File: src/rtl/ps2_pkg.sv
// ----------------------------------------------------------------------------
// ps2_pkg
// Shared constants and types for the PlayStation-2 pad receiver:
//   - command bytes sent on the COMMAND line during a poll
//   - ACK byte and accepted pad IDs used to validate a response
//   - FSM state encoding of the transaction sequencer
//   - bit positions of each button inside the decoded 10-bit button word
// ----------------------------------------------------------------------------
package ps2_pkg;

  localparam logic [7:0] CMD_START  = 8'h01;
  localparam logic [7:0] CMD_POLL   = 8'h42;
  localparam logic [7:0] CMD_IDLE   = 8'h00;

  localparam logic [7:0] ACK        = 8'h5A;
  localparam logic [7:0] ID_DIGITAL = 8'h41;
  localparam logic [7:0] ID_ANALOG  = 8'h73;

  localparam int NUM_BYTES = 5;

  typedef enum logic [2:0] {
    ST_IDLE,
    ST_CS_SETUP,
    ST_BIT_LOW,
    ST_BIT_HIGH,
    ST_GAP,
    ST_CS_HOLD,
    ST_UPDATE
  } ps2_state_e;

  // Positions in the decoded (active-high) button word
  localparam int BTN_SELECT   = 9;
  localparam int BTN_START    = 8;
  localparam int BTN_UP       = 7;
  localparam int BTN_RIGHT    = 6;
  localparam int BTN_DOWN     = 5;
  localparam int BTN_LEFT     = 4;
  localparam int BTN_TRIANGLE = 3;
  localparam int BTN_CIRCLE   = 2;
  localparam int BTN_CROSS    = 1;
  localparam int BTN_SQUARE   = 0;

  // Command byte transmitted in transaction slot idx
  function automatic logic [7:0] cmd_byte(input logic [2:0] idx);
    case (idx)
      3'd0:    return CMD_START;
      3'd1:    return CMD_POLL;
      default: return CMD_IDLE;
    endcase
  endfunction

endpackage

File: src/rtl/ps2_tick_gen.sv
// ----------------------------------------------------------------------------
// ps2_tick_gen
// Free-running timebase for the pad link.
//   i_clk    system clock
//   i_rst_n  asynchronous active-low reset
//   o_tick   one-cycle pulse every HALF_BIT_CYC cycles (SCK half period)
//   o_trig   one-cycle pulse every FRAME_CYC cycles (poll start request);
//            the first pulse falls on the FRAME_CYC-th edge after reset
// ----------------------------------------------------------------------------
module ps2_tick_gen #(
  parameter int HALF_BIT_CYC = 300,
  parameter int FRAME_CYC    = 51000
) (
  input  logic i_clk,
  input  logic i_rst_n,
  output logic o_tick,
  output logic o_trig
);

  localparam int HALF_W  = (HALF_BIT_CYC > 1) ? $clog2(HALF_BIT_CYC) : 1;
  localparam int FRAME_W = (FRAME_CYC > 1) ? $clog2(FRAME_CYC) : 1;

  logic [HALF_W-1:0]  r_half;
  logic [FRAME_W-1:0] r_frame;
  logic               w_tick;
  logic               w_trig;

  assign w_tick = (r_half == HALF_W'(HALF_BIT_CYC - 1));
  assign w_trig = (r_frame == FRAME_W'(FRAME_CYC - 1));

  always_ff @(posedge i_clk or negedge i_rst_n) begin
    if (!i_rst_n) begin
      r_half  <= '0;
      r_frame <= '0;
    end else begin
      r_half  <= w_tick ? '0 : r_half + 1'b1;
      r_frame <= w_trig ? '0 : r_frame + 1'b1;
    end
  end

  assign o_tick = w_tick;
  assign o_trig = w_trig;

endmodule

File: src/rtl/ps2_recv.sv
// ----------------------------------------------------------------------------
// ps2_recv
// Periodically polls a PlayStation-2 pad and publishes its buttons.
//   sys_clk   system clock (rising edge)
//   rst       asynchronous active-low reset
//   spi_miso  pad DATA, sampled on SCK rising edge, LSB first
//   smosi     pad COMMAND, LSB first, 1 when idle
//   scs       pad ATTENTION, active low
//   sclk      pad CLOCK, idle high
//   data      decoded buttons, active high (layout in ps2_pkg BTN_*)
//   ledout    inverse of response byte 4 for an LED bring-up mirror
// A frame is accepted only if ACK and pad ID check out; otherwise the
// previously published buttons are kept.
// ----------------------------------------------------------------------------
module ps2_recv
  import ps2_pkg::*;
#(
  parameter int HALF_BIT_CYC = 300,
  parameter int FRAME_CYC    = 51000,
  parameter int GAP_HALVES   = 2
) (
  input  logic       sys_clk,
  input  logic       rst,
  input  logic       spi_miso,
  output logic       smosi,
  output logic       scs,
  output logic       sclk,
  output logic [9:0] data,
  output logic [7:0] ledout
);

  localparam int GAP_W = (GAP_HALVES > 1) ? $clog2(GAP_HALVES) : 1;

  logic             w_tick;
  logic             w_trig;
  ps2_state_e       r_state;
  ps2_state_e       w_next;
  logic             r_scs, r_sclk, r_smosi;
  logic             w_scs_n, w_sclk_n, w_smosi_n;
  logic [2:0]       r_bit;
  logic [2:0]       r_byte;
  logic [GAP_W-1:0] r_gap;
  logic [7:0]       w_cmd;
  logic             r_miso_s1, r_miso_s2;
  logic [7:0]       r_shift;
  logic [7:0]       r_r1, r_r2, r_r3, r_r4;
  logic             w_shift_en;
  logic             w_byte_done;
  logic             w_valid;
  logic [9:0]       w_buttons;
  logic [9:0]       r_data;
  logic [7:0]       r_led;
  logic             w_unused_r3;

  ps2_tick_gen #(
    .HALF_BIT_CYC (HALF_BIT_CYC),
    .FRAME_CYC    (FRAME_CYC)
  ) u_tick (
    .i_clk   (sys_clk),
    .i_rst_n (rst),
    .o_tick  (w_tick),
    .o_trig  (w_trig)
  );

  assign w_cmd       = cmd_byte(r_byte);
  assign w_shift_en  = (r_state == ST_BIT_LOW) && w_tick;
  assign w_byte_done = (r_state == ST_BIT_HIGH) && w_tick && (r_bit == 3'd7);

  // Next state plus the pad-line values to present from that state on.
  // A trig outside IDLE is simply not looked at.
  always_comb begin
    w_next    = r_state;
    w_scs_n   = r_scs;
    w_sclk_n  = r_sclk;
    w_smosi_n = r_smosi;
    case (r_state)
      ST_IDLE: begin
        if (w_trig) begin
          w_next  = ST_CS_SETUP;
          w_scs_n = 1'b0;
        end
      end
      ST_CS_SETUP: begin
        if (w_tick) begin
          w_next    = ST_BIT_LOW;
          w_sclk_n  = 1'b0;
          w_smosi_n = w_cmd[0];
        end
      end
      ST_BIT_LOW: begin
        if (w_tick) begin
          w_next   = ST_BIT_HIGH;
          w_sclk_n = 1'b1;
        end
      end
      ST_BIT_HIGH: begin
        if (w_tick) begin
          if (r_bit != 3'd7) begin
            w_next    = ST_BIT_LOW;
            w_sclk_n  = 1'b0;
            w_smosi_n = w_cmd[r_bit + 3'd1];
          end else if (r_byte != 3'(NUM_BYTES - 1)) begin
            w_next    = ST_GAP;
            w_smosi_n = 1'b1;
          end else begin
            w_next    = ST_CS_HOLD;
            w_smosi_n = 1'b1;
          end
        end
      end
      ST_GAP: begin
        // r_byte already points at the next byte here
        if (w_tick && (r_gap == GAP_W'(GAP_HALVES - 1))) begin
          w_next    = ST_BIT_LOW;
          w_sclk_n  = 1'b0;
          w_smosi_n = w_cmd[0];
        end
      end
      ST_CS_HOLD: begin
        if (w_tick) begin
          w_next  = ST_UPDATE;
          w_scs_n = 1'b1;
        end
      end
      ST_UPDATE: w_next = ST_IDLE;
      default:   w_next = ST_IDLE;
    endcase
  end

  always_ff @(posedge sys_clk or negedge rst) begin
    if (!rst) begin
      r_state <= ST_IDLE;
    end else begin
      r_state <= w_next;
    end
  end

  // Pad lines are registered so they never glitch
  always_ff @(posedge sys_clk or negedge rst) begin
    if (!rst) begin
      r_scs   <= 1'b1;
      r_sclk  <= 1'b1;
      r_smosi <= 1'b1;
    end else begin
      r_scs   <= w_scs_n;
      r_sclk  <= w_sclk_n;
      r_smosi <= w_smosi_n;
    end
  end

  // Bit/byte/gap position inside the transaction
  always_ff @(posedge sys_clk or negedge rst) begin
    if (!rst) begin
      r_bit  <= '0;
      r_byte <= '0;
      r_gap  <= '0;
    end else begin
      if (r_state == ST_IDLE) begin
        r_bit  <= '0;
        r_byte <= '0;
      end else if ((r_state == ST_BIT_HIGH) && w_tick) begin
        if (r_bit == 3'd7) begin
          r_bit  <= '0;
          r_byte <= r_byte + 3'd1;
        end else begin
          r_bit <= r_bit + 3'd1;
        end
      end
      if (r_state != ST_GAP) begin
        r_gap <= '0;
      end else if (w_tick) begin
        r_gap <= r_gap + 1'b1;
      end
    end
  end

  // MISO is asynchronous to sys_clk: two-flop synchroniser. The pad changes
  // DATA on SCK fall, so the synchronised copy has settled long before the
  // SCK rise where it is shifted in. R0 is never kept.
  always_ff @(posedge sys_clk) begin
    r_miso_s1 <= spi_miso;
    r_miso_s2 <= r_miso_s1;
    if (w_shift_en) begin
      r_shift <= {r_miso_s2, r_shift[7:1]};
    end
    if (w_byte_done) begin
      case (r_byte)
        3'd1:    r_r1 <= r_shift;
        3'd2:    r_r2 <= r_shift;
        3'd3:    r_r3 <= r_shift;
        3'd4:    r_r4 <= r_shift;
        default: ;
      endcase
    end
  end

  assign w_valid = (r_r2 == ACK) && ((r_r1 == ID_DIGITAL) || (r_r1 == ID_ANALOG));

  // Response bits are active low; R3[2:1] are the stick clicks, not published
  always_comb begin
    w_buttons               = '0;
    w_buttons[BTN_SELECT]   = ~r_r3[0];
    w_buttons[BTN_START]    = ~r_r3[3];
    w_buttons[BTN_UP]       = ~r_r3[4];
    w_buttons[BTN_RIGHT]    = ~r_r3[5];
    w_buttons[BTN_DOWN]     = ~r_r3[6];
    w_buttons[BTN_LEFT]     = ~r_r3[7];
    w_buttons[BTN_TRIANGLE] = ~r_r4[4];
    w_buttons[BTN_CIRCLE]   = ~r_r4[5];
    w_buttons[BTN_CROSS]    = ~r_r4[6];
    w_buttons[BTN_SQUARE]   = ~r_r4[7];
  end

  assign w_unused_r3 = ^r_r3[2:1];

  always_ff @(posedge sys_clk or negedge rst) begin
    if (!rst) begin
      r_data <= '0;
      r_led  <= '0;
    end else if ((r_state == ST_UPDATE) && w_valid) begin
      r_data <= w_buttons;
      r_led  <= ~r_r4;
    end
  end

  assign scs    = r_scs;
  assign sclk   = r_sclk;
  assign smosi  = r_smosi;
  assign data   = r_data;
  assign ledout = r_led;

endmodule

File: config.mk
export PLATFORM = sky130hd
export DESIGN_NAME = ps2_recv
export DESIGN_NICKNAME = d
export VERILOG_FILES = /design/src/rtl/ps2_pkg.sv /design/src/rtl/ps2_tick_gen.sv /design/src/rtl/ps2_recv.sv
export SDC_FILE = /design/constraint.sdc
export NUM_CORES = 1
export LEC_CHECK = 0
export ABC_AREA = 1
export BUFFER_PORTS_ARGS = -buffer_cell sky130_fd_sc_hd__buf_2
export CAP_MARGIN = 5
export CORE_UTILIZATION = 40
export CTS_BUF_LIST = sky130_fd_sc_hd__clkbuf_16
export DETAILED_ROUTE_END_ITERATION = 10
export HOLD_SLACK_MARGIN = 0.08
export REMOVE_ABC_BUFFERS = 1
export SLEW_MARGIN = 20
export SYNTH_ARGS = -nofsm -noshare
export SYNTH_HDL_FRONTEND = slang
export SYNTH_HIERARCHICAL = 1
export SYNTH_SLANG_ARGS = --single-unit
File: constraint.sdc
create_clock -name sys_clk -period 2.4 [get_ports sys_clk]
set_input_delay 0.24 -clock sys_clk [delete_from_list [all_inputs] [get_ports sys_clk]]
set_output_delay 0.24 -clock sys_clk [all_outputs]
set_load 0.05 [all_outputs]
; Word level (Yosys, flattened, before mapping)
; Cells that the tools add are included.
[word_totals]
ff_bits = 98
in_bits = 3
out_inout_bits = 21
[op_classes]
n_addsub = 5
order_cmp = 1
n_eq_ne = 26
mux = 35
bitwise = 11
n_reduce_logical = 24
[op_table]
columns = cell, count
row1 = $mux 3, 13
row2 = $eq 8x7->1 const B, 3
row3 = $pmux 3 s6, 1
row4 = $add 16x1->16 const B, 1
row5 = $eq 16x16->1 const B, 1
row6 = $mux 16, 1
row7 = $eq 3x3->1 const B, 5
row8 = $mux 1, 14
row9 = $pmux 7 s2, 1
row10 = $eq 3x2->1 const B, 4
row11 = $reduce_and 6->1, 2
row12 = $ne 2x1->1 const B, 5
row13 = $not 1->1, 10
row14 = $reduce_and 2->1, 5
row15 = $add 9x1->9 const B, 1
row16 = $eq 9x9->1 const B, 1
row17 = $mux 9, 1
row18 = $ne 3x3->1 const B, 3
row19 = $not 8->8, 1
row20 = $reduce_bool 2->1, 4
row21 = $add 3x1->3 const B, 2
row22 = $eq 3x1->1 const B, 2
row23 = $logic_and 1x1->1, 6
row24 = $logic_not 3->1, 2
row25 = other kinds (12), 13

; Logic depth before layout (Yosys ltp)
[depth]
ltp_word = 7
ltp_mapped = 11
mapped_depth_nobuf = 11

; Modules after synthesis
; The synthesis kept the hierarchy.
[modules_own_cells]
columns = mod, instances, cells_per_inst, area_each_um2, seq_area_each_um2
row1 = ps2_recv, 1, 266, 2861.5, 1860.5
row2 = ps2_tick_gen, 1, 181, 1356.3, 625.6

; Least setup slack after synthesis
; No wires, ideal clock.
[synth_path]
kind = register -> register
start = reg u_tick.r_half[0]
end = reg r_r4[0], enable pin
arrival_ns = 1.755
slack_ns = 0.275
path_stages_with_launch = 8
synth_period_minus_slack_ns = 2.125
path_cell_list = dfrtp_1 -> ha_1 -> nand3_1 -> nor2_1 -> inv_1 -> nor2_1 -> inv_1 -> nor2_1
[synth_via]
elab_chain_cells = 4
[synth_rtl]
columns = item, line
row1 = from (decl), ps2_tick_gen.sv:23  ; logic [HALF_W-1:0] r_half;
row2 = from (signal assigned), ps2_tick_gen.sv:36  ; r_half <= w_tick ? '0 : r_half + 1'b1;
row3 = $eq 9x9->1, ps2_tick_gen.sv:28  ; assign w_tick = (r_half == HALF_W'(HALF_BIT_CYC - 1));
row4 = via w_tick, ps2_recv.sv:34  ; logic w_tick;
row5 = $logic_and 1x1->1 (2 in a row), ps2_recv.sv:67  ; assign w_byte_done = (r_state == ST_BIT_HIGH) && w_tick && (r_bit == 3'd7);
row6 = $reduce_and 2->1 (no source line), --
row7 = to (signal assigned), ps2_recv.sv:191  ; 3'd4: r_r4 <= r_shift;
row8 = to (decl), ps2_recv.sv:46  ; logic [7:0] r_r1, r_r2, r_r3, r_r4;
; The timed path passes the listed nets, and every way through them passes these cells.
; A chain may end at the register's enable or synchronous reset.

; Final worst setup path
[layout_path]
start = reg r_bit[0]
end = reg r_r4[4], enable pin
[layout_via]
elab_chain_cells = 3
[layout_rtl]
columns = item, line
row1 = from (decl), ps2_recv.sv:40  ; logic [2:0] r_bit;
row2 = from (signal assigned), ps2_recv.sv:166  ; r_bit <= r_bit + 3'd1;
row3 = $eq 3x3->1, ps2_recv.sv:67
row4 = $logic_and 1x1->1, ps2_recv.sv:67
row5 = $reduce_and 2->1 (no source line), --
; No other way between the ends.

==> metrics.txt <==
post-CTS setup buffer count 0; Mapped Avg Cell Area 9.44 um^2; Multi-input gate area 0.00142 mm^2; Clock Latency Late Sink 0.34 ns; post-route insts no fill ~620; Post-Synthesis Cells 447; clk root buf clkbuf_16; core area about 0.010 mm^2; share of layout cells above drive strength 1 ~14%; WL/cell between 10 and 15 um; cell area after layout slightly below 0.005 mm^2; setup violators final 0; Die W 105 um; P&R area growth vs syn 14.1%; leakage power approximately 2.3 nW; crit path launch r_bit[0]; Fill cells 1001; RSZ-0062 raised after global routing no; count of warnings emitted by yosys 6; Via density about 4.7; hold slack 0.328 ns; Max VDD drop slightly above 0.4 mV; Nets around 500; Initial Utilization between 40% and 50%; run status complete, no violations; gpl congestion 0.848; clock sink total about 90; Setup WS post-layout 0.494 ns; die footprint roughly 0.011 mm^2; sequential-to-total area share from yosys stat approximately three fifths; clk_skew 0.00628 ns; DR iter-0 viols 91; DRC 0; CTS tree built; r2r startpoint r_bit[0]; Die Span Y between 100 and 150 um; Slew Limit Fails 0; GRT Total Usage around 16%; vias in the first global route 2882; via count of the routed design about 3000; Reg2Reg Depth 7; R2R setup slack slightly below 0.5 ns; Post-Syn Area approximately 0.0042 mm^2; critical path arrival a little under 2 ns; Synth Register Bits between 90 and 100; placed cells approximately 610; wirelength, routed 7.60 mm; Crit Path Max Fanout 8; I/O pins 24; largest net degree at the start of global routing 53; setup TNS 0 ns; Power Dens Cells between 600 and 700 mW/mm^2; Post-DP Area 0.00449 mm^2; drt pass-1 iters 4; post-layout util 46.8%; Yosys cell types 31; end of the worst register-to-register path r_r4[4]; Overflow after GRT 0; Worst Setup Start Kind flop; fin crit period about 1.9 ns; Post-DRT Antenna Nets 0; Max Root-Sink Buffers 2; Std-Cell Rows 37; port bufs 23; H-tree levels 3; worst-margin pin slew ~0.66 ns; dpl ws around 0.53 ns; worst setup path end r_r4[4]; CP endpoint kind flop; initial antenna violation count 0; max_slew headroom a little under three fifths; antenna cells 0; critical path type flop to flop; Pwr Total 3.02 mW; post-DP HPWL between 5 and 6 mm; Final Hold Viols 0; TritonCTS buffer count 9; clk slew on worst S/H paths roughly 0.070 ns; CP required ~2.5 ns; Final Cycle Share 79.4%; Hold/Removal Path Class flop to flop; first-pass GRT wire length ~13 mm; Max Cap Viol 0; f_max roughly 520 MHz; Reg area roughly 0.0025 mm^2
cells by family (layout without fill, tap and decap cells):
| logic type | Yosys count | count (layout) | share of synthesized area [%] |
|---|---|---|---|
| compound gates | 22 | 22 | 2.76 |
| xor+xnor | 7 | 7 | 1.45 |
| fa+ha+maj | 10 | 10 | 2.97 |
| buf+inv | 72 | 112 | 7.48 |
| flops | 92 | 92 | 58.9 |
| simple gates | 244 | 244 | 26.4 |
per-layer routing:
layer / global-route usage, % / wire length, um / vias up / part of all wire (%)
li1: - / - / 1518 / -
met1: 20.3 / 3700 / 1361 / 49
met2: 24.0 / 3500 / 40 / 46
met3: 5.74 / 292 / 9 / 3.8
met4: 5.84 / 100 / 0 / 1.3
met5: 0 / 0 / - / 0
power by group:
| group | total, mW | switching (mW) | internal (mW) |
|---|---|---|---|
| logic | 0.0214 | 0.0171 | 0.00429 |
| registers | 1.63 | 0.000323 | 1.63 |
| clock network | 1.37 | 0.636 | 0.730 |
| total | 3.02 | 0.653 | 2.36 |
worst max-delay path, cell delays in order, from the launching register on:
cell and delay, ns:
dfrtp_1 0.40, ha_1 0.21, ha_1 0.21, nand4_1 0.15, nor2_1 0.21, inv_1 0.13
nor2_1 0.11, buf_4 0.18
synth_stat cells:
| library cell | number | area share, % |
|---|---|---|
| a21oi_1 | 7 | 0.83 |
| nand2_2 | 1 | 0.15 |
| buf_2 | 1 | 0.12 |
| xor2_1 | 5 | 1.0 |
| buf_6 | 2 | 0.53 |
| nand3b_1 | 2 | 0.36 |
| buf_4 | 7 | 1.2 |
| nand2_1 | 103 | 9.2 |
| ha_1 | 10 | 3.0 |
| inv_4 | 1 | 0.15 |
| nand3_1 | 34 | 4.0 |
| and2_0 | 1 | 0.15 |
| clkbuf_1 | 1 | 0.089 |
| o21ai_0 | 12 | 1.4 |
| nor3b_1 | 2 | 0.36 |
| xnor2_1 | 2 | 0.42 |
| nor2_2 | 6 | 0.89 |
| edfxtp_1 | 38 | 27 |
| inv_1 | 60 | 5.3 |
| nor2_4 | 4 | 1.1 |
| o22ai_1 | 1 | 0.15 |
| dfxtp_1 | 2 | 0.95 |
| nand3_2 | 2 | 0.47 |
| nand4_1 | 22 | 3.3 |
| and3_1 | 1 | 0.15 |
| nor3_1 | 5 | 0.59 |
| o21bai_1 | 2 | 0.36 |
| dfstp_2 | 3 | 1.9 |
| nand3_4 | 1 | 0.42 |
| nor2_1 | 60 | 5.3 |
| dfrtp_1 | 49 | 29 |
worst min path at each step:
| stage | endpoint | from | slack (ns) | depth (start not counted) |
|---|---|---|---|---|
| 6_report | r_miso_s2 | r_miso_s1 | 0.33 | 0 |
| 5_1_grt | r_miso_s2 | r_miso_s1 | 0.35 | 0 |
| 4_1_cts | r_miso_s2 | r_miso_s1 | 0.33 | 0 |
| 3_5_place_dp | r_miso_s2 | r_miso_s1 | 0.32 | 0 |
| 3_3_place_gp | r_miso_s2 | r_miso_s1 | 0.32 | 0 |
| 2_1_floorplan | data[0] | rst | -0.06 | 0 |
cell type report:
type / count / area share [%]
tap: 136 / 3.54
sequential: 92 / 51.7
timing repair buffer: 35 / 4.37
inverter: 61 / 4.81
clock buffer: 9 / 4.68
multi-input combinational: 283 / 29.4
clock inverter: 7 / 1.48
layout by cell type (no fill, tap or decap):
cell           count
nor2_4             4
inv_1             60
buf_4             10
clkbuf_16          9
o22ai_1            1
nand4_1           22
nand3b_1           2
nand3_4            1
clkinv_4           1
inv_8              2
and2_0             1
nor3b_1            2
nand2_2            1
nand2_1          103
xor2_1             5
nor2_2             6
nand3_2            2
o21bai_1           2
dfstp_2            3
nand3_1           34
and3_1             1
clkinvlp_4         2
dfxtp_1            2
ha_1              10
xnor2_1            2
clkinv_8           1
edfxtp_1          38
a21oi_1            7
buf_2             23
dlygate4sd3_1      2
dfrtp_1           49
nor3_1             5
inv_6              1
inv_4              1
nor2_1            60
o21ai_0           12
sequential cells by signal, indices dropped and copies added, names as in the netlist, 4 cells and up:
signal	count
u_tick/r_half	9
r_shift	8
u_tick/r_frame	16
r_r4	8
r_r1	8
ledout	4
r_r2	8
r_r3	6
data	10
timing repair:
| item | in CTS | in global routing |
|---|---|---|
| resized for setup | 0 | 0 |
| hold buffers | 2 | 0 |
| hold endpoints to repair | 50 | 0 |
Note: power is estimated with default switching activity, not from simulation.
